<file path="config.mk">
export PLATFORM = sky130hd
export DESIGN_NAME = uart_tx_arb
export DESIGN_NICKNAME = d
export VERILOG_FILES = /design/src/rtl/uart_tx_arb.sv
export SDC_FILE = /design/constraint.sdc
export NUM_CORES = 1
export LEC_CHECK = 0
export BUFFER_PORTS_ARGS = -buffer_cell sky130_fd_sc_hd__buf_2
export CAP_MARGIN = 20
export CORE_MARGIN = 3
export CORE_UTILIZATION = 47
export CTS_BUF_LIST = sky130_fd_sc_hd__clkbuf_8
export DETAILED_ROUTE_END_ITERATION = 8
export PLACE_DENSITY = 0.84
export SYNTH_ARGS = -nofsm -noshare
export SYNTH_HDL_FRONTEND = slang
export SYNTH_SLANG_ARGS = --single-unit
export TNS_END_PERCENT = 100
</file>
<file path="constraint.sdc">
create_clock -name clk -period 3.1 [get_ports clk]
set_input_delay 0.31 -clock clk [delete_from_list [all_inputs] [get_ports clk]]
set_output_delay 0.31 -clock clk [all_outputs]
set_load 0.005 [all_outputs]
</file>
<file path="src/rtl/uart_tx_arb.sv">
// uart_tx_arb: round-robin arbiter that shares one UART_tx among NUM_REQ
// requesters. Each granted 16-bit word is sent as two bytes, high byte first.
//
// state   | meaning
// --------+--------------------------------------------------------------
// IDLE    | no transfer; arbitrate among pending requests each cycle
// SEND_HI | trmt strobe with the high byte; gnt pulse visible this cycle
// WAIT_HI | high byte in flight; wait for a tx_done rising edge
// SEND_LO | trmt strobe with the low byte
// WAIT_LO | low byte in flight; a tx_done rising edge issues done[owner]
module uart_tx_arb #(
    parameter int NUM_REQ = 4
) (
    input  logic                  clk,
    input  logic                  rst,
    input  logic [NUM_REQ-1:0]    req,
    input  logic [16*NUM_REQ-1:0] req_data,
    output logic [NUM_REQ-1:0]    gnt,
    output logic [NUM_REQ-1:0]    done,
    output logic                  busy,
    output logic                  trmt,
    output logic [7:0]            tx_data,
    input  logic                  tx_done
);

    localparam int PTR_W = (NUM_REQ > 1) ? $clog2(NUM_REQ) : 1;
    localparam logic [PTR_W-1:0] LAST_IDX = PTR_W'(NUM_REQ - 1);
    localparam logic [NUM_REQ-1:0] ONE_HOT0 = NUM_REQ'(1);

    localparam logic [2:0] IDLE    = 3'd0;
    localparam logic [2:0] SEND_HI = 3'd1;
    localparam logic [2:0] WAIT_HI = 3'd2;
    localparam logic [2:0] SEND_LO = 3'd3;
    localparam logic [2:0] WAIT_LO = 3'd4;

    logic [2:0]         state;
    logic [15:0]        word;
    logic [PTR_W-1:0]   ptr;
    logic [PTR_W-1:0]   owner;
    logic               tx_done_q;

    logic [NUM_REQ-1:0] mask_hi;
    logic [NUM_REQ-1:0] req_hi;
    logic [PTR_W-1:0]   arb_win;
    logic [15:0]        arb_word;
    logic               tx_rise;

    // Only a fresh rising edge of tx_done counts; a level left over from the
    // previous byte must not advance a WAIT state.
    assign tx_rise = tx_done & ~tx_done_q;

    // Strobes and busy come straight from the state register.
    assign trmt = (state == SEND_HI) || (state == SEND_LO);
    assign busy = (state != IDLE);

    // Round-robin pick: lowest set request at or above the pointer, otherwise
    // wrap around to the lowest set request overall.
    always_comb begin
        mask_hi  = '0;
        arb_win  = '0;
        arb_word = '0;
        for (int i = 0; i < NUM_REQ; i++) begin
            mask_hi[i] = (PTR_W'(i) >= ptr);
        end
        req_hi = req & mask_hi;
        for (int i = NUM_REQ - 1; i >= 0; i--) begin
            if (req_hi != '0) begin
                if (req_hi[i]) arb_win = PTR_W'(i);
            end else begin
                if (req[i]) arb_win = PTR_W'(i);
            end
        end
        for (int i = 0; i < NUM_REQ; i++) begin
            if (PTR_W'(i) == arb_win) arb_word = req_data[16*i +: 16];
        end
    end

    // Sequencer FSM with registered gnt/done pulses and byte register.
    always_ff @(posedge clk or posedge rst) begin
        if (rst) begin
            state     <= IDLE;
            word      <= 16'h0000;
            ptr       <= '0;
            owner     <= '0;
            gnt       <= '0;
            done      <= '0;
            tx_data   <= 8'h00;
            tx_done_q <= 1'b0;
        end else begin
            gnt       <= '0;
            done      <= '0;
            tx_done_q <= tx_done;
            case (state)
                IDLE: begin
                    if (req != '0) begin
                        word    <= arb_word;
                        owner   <= arb_win;
                        ptr     <= (arb_win == LAST_IDX) ? '0 : arb_win + PTR_W'(1);
                        gnt     <= ONE_HOT0 << arb_win;
                        tx_data <= arb_word[15:8];
                        state   <= SEND_HI;
                    end
                end
                SEND_HI: state <= WAIT_HI;
                WAIT_HI: begin
                    if (tx_rise) begin
                        tx_data <= word[7:0];
                        state   <= SEND_LO;
                    end
                end
                SEND_LO: state <= WAIT_LO;
                WAIT_LO: begin
                    if (tx_rise) begin
                        done  <= ONE_HOT0 << owner;
                        state <= IDLE;
                    end
                end
                default: state <= IDLE;
            endcase
        end
    end

endmodule

</file>
==> results by group <==
CTS
  – Clock Latency Late Sink: 0.29 ns
  – H-tree level count: 2
  – CTS tree: yes
  – Setup Buffers After CTS: 0
  – CTS buffer count: 5
  – Clk pin slew, worst setup/hold paths: 0.06 ns
  – CTS Hold Bufs: 0
  – Root buffer cell: clkbuf_8
  – Clk sinks: 32
  – CTS resizes: 0
  – CTS Buffer Depth: 2

Timing
  – Fin Clk Skew: 0.00533 ns
  – Setup-failing EPs final: 0
  – Unrepaired setup endpoints after global routing: no
  – Pins Over Slew Limit: 0
  – Worst Tran Pin Value: 0.691 ns
  – Slew margin rel.: 53.7%
  – Final Cycle Share: 87.3%
  – Final min period: 2.71 ns
  – Setup TNS: 0 ns
  – FMAX: 0.369 GHz
  – Final Hold Fails: 0

Pwr
  – Power per cell area: 924 nW/um2
  – Static Leakage: 0.00117 uW
  – Max VDD drop: 0.353 mV

Synth
  – Synth Area in Compound Gates: 28.5%
  – XOR/XNOR Fraction of Synth Area: 0.494%
  – Dominant cell type by area after synthesis: dfrtp_1
  – Avg Cell Area, Syn: 9.63 um2
  – Synth Area in Adders: 2.82%
  – EDFF count, synth: 0
  – Ys flop type: dfrtp_1
  – Synth Instances: 184
  – Dominant cells by area after synthesis: dfrtp_1 45%, a221o_1 8.5%, a21oi_1 5.6%
  – Seq/Total Area, Yosys: 45.2%
  – Mapped cell area: 1770 um2
  – Synth cell count leaders: 32 x dfrtp_1, 20 x a21oi_1, 18 x nor2_1
  – Top-count cell post-synth: dfrtp_1
  – FF+latch count, synth: 32
  – Synth Area in Simple Gates: 17.0%
  – Largest family of logic cells by synthesized area: compound AO/OA/AOI/OAI gates
  – Ys Warns: 0
  – Mux cell area share after synthesis: 0.565%
  – Yosys top cell area share: 45.2%
  – Syn_nets: 259
  – Async S/R FF share, synth: 100%
  – Yosys cell types: 35

GRT
  – Vias in the first global route: 1751
  – Grt ovf: 0
  – Initial antenna violation count: 0
  – First-pass GRT wire length: 7.78 mm
  – GRT Overall Usage: 23.1%
  – Largest net degree at the start of global routing: 33

Floorplan
  – Die height: 67.4 um
  – Die ar.: 4540 um2
  – Chip Width: 67.4 um
  – # rows: 21
  – Initial Utilization: 51.1%
  – I/O pin cnt: 89
  – Core area: 3470 um2

Worst setup path
  – Reg2reg path depth: 9
  – R2R Path End: tx_data[4]
  – RR Startpoint: ptr[1]
  – Critical path's slowest cell: dfrtp_1
  – Delay-heaviest family, CP: simple AND/OR/NAND/NOR gates
  – CP endpoint kind: register
  – CP cell instances: mux2i_1, nor2_1, or3_1, inv_1, ha_1, nand2b_1, o22ai_1, a211oi_1, a221o_1
  – Critical path type: register to register
  – FF-to-FF setup slack: 0.39 ns
  – Cell depth of the worst setup path: 9
  – Worst endpoint required time: 3.33 ns
  – Critical path fanouts, max: 12
  – CP Launch Type: register
  – Worst Setup EP: tx_data[4]
  – Crit-path max cell delay: 0.44 ns
  – Worst Path Buf+Inv: 1
  – Arrival time worst endpoint: 2.93 ns
  – Crit. Startpoint: ptr[1]

Final layout
  – Final core occ: 67.1%
  – Fillcell total: 293
  – Area Overhead vs Synth: 31.3%
  – Final #Nets: 345
  – Ant diodes: 0
  – Post-Layout Cell Count: 317
  – Layout cells sized above 1: 41.3%

Placed design
  – Port bufs: 88
  – GPL Wtd Cong: 0.878
  – Post-Place Cells: 309
  – Post-DP HPWL: 3.56 mm

Route
  – First-pass DRT Iterations: 4
  – Drt drc: 0
  – Post-Route WL: 4.84 mm
  – Via density: 5.65
  – Initial DRC count: 158
  – Post-DRT Antenna Nets: 0
  – Total number of vias: 1790
  – Routed WL per cell: 15.3 um

Flow run
  – Max_cap viols: 0

Hold path
  – Min-Delay Path Class: input pin to asynchronous set/reset pin

Status
  – Outcome: finished, final reports clean
==> through the flow <==
| stage | hold WS (ns) | instance area, um2 | setup WS, ns | total power (uW) |
|---|---|---|---|---|
| 2_1_floorplan | 0.341 | 1770 | 0.619 | 1510 |
| 3_3_place_gp | 0.399 | 2230 | 0.608 | 1760 |
| 5_1_grt | 0.132 | 2330 | 0.145 | 2320 |
| 6_report | 0.0998 | 2330 | 0.393 | 2150 |
| 3_5_place_dp | 0.420 | 2230 | 0.478 | 1810 |
| 4_1_cts | 0.116 | 2330 | 0.388 | 2150 |
==> placed cells by master (no fill, tap or decap), types with 2 or more instances in the layout <==
master,count
nor3_1,4
ha_1,4
inv_1,9
a21oi_1,20
buf_2,88
clkbuf_8,6
buf_4,3
o21ai_1,2
nor2_1,18
clkinv_2,2
and2_1,3
o22ai_1,9
a22oi_1,8
a211oi_2,6
nand2_1,7
nand3_1,8
a221o_1,15
nor2b_1,2
a211oi_1,2
dfrtp_1,32
nand2b_1,9
==> cells by family after synthesis <==
group | after synthesis
DFF | 32
AOI/OAI and AO/OA | 66
and+or+nand+nor | 58
xor gates and xnor gates | 1
muxes | 1
buffers and inverters | 22
adders and majority gates | 4
==> power breakdown <==
group	internal, uW	leakage (uW)	switching (uW)	total (uW)
Combinational	480	0.000716	616	1100
Clock	177	0.0000510	155	332
Sequential	592	0.000399	130	722
Total	1250	0.00117	900	2150
==> state kept, by name, summed over array words and instances, names as in the netlist <==
signal,cells
tx_data,8
word,8
done,4
gnt,4
state,3
owner,2
ptr,2
tx_done_q,1
==> tightest hold or removal path, cell delays in order <==
cell and delay [ns]:
buf_2 0.10, inv_1 0.04, buf_4 0.36
==> layer usage <==
layer / share of wire, % / up-vias / global-route usage [%]
li1: - / 849 / -
met1: 39 / 842 / 27.5
met2: 50 / 92 / 39.3
met3: 10 / 7 / 6.66
met4: 1.6 / 0 / 9.11
met5: 0 / - / 0
==> worst min-delay path by stage <==
stage,end,slack [ns],cells after the start
6_report,tx_data[5],0.1,3
5_1_grt,tx_done_q,0.13,1
4_1_cts,gnt[3],0.12,3
3_5_place_dp,tx_data[5],0.42,3
3_3_place_gp,tx_data[5],0.40,3
2_1_floorplan,tx_done_q,0.34,0
==> final cells by class <==
class                      instances  area [um2]  area share, %
sequential                        32         801           34.4
timing repair buffer              91         463           19.9
clock inverter                     2        10.0          0.430
inverter                          10        37.5           1.61
multi-input combinational        130         875           37.6
tap                               46        57.6           2.47
clock buffer                       6        82.6           3.55
Power figures use the tool's default switching activity.
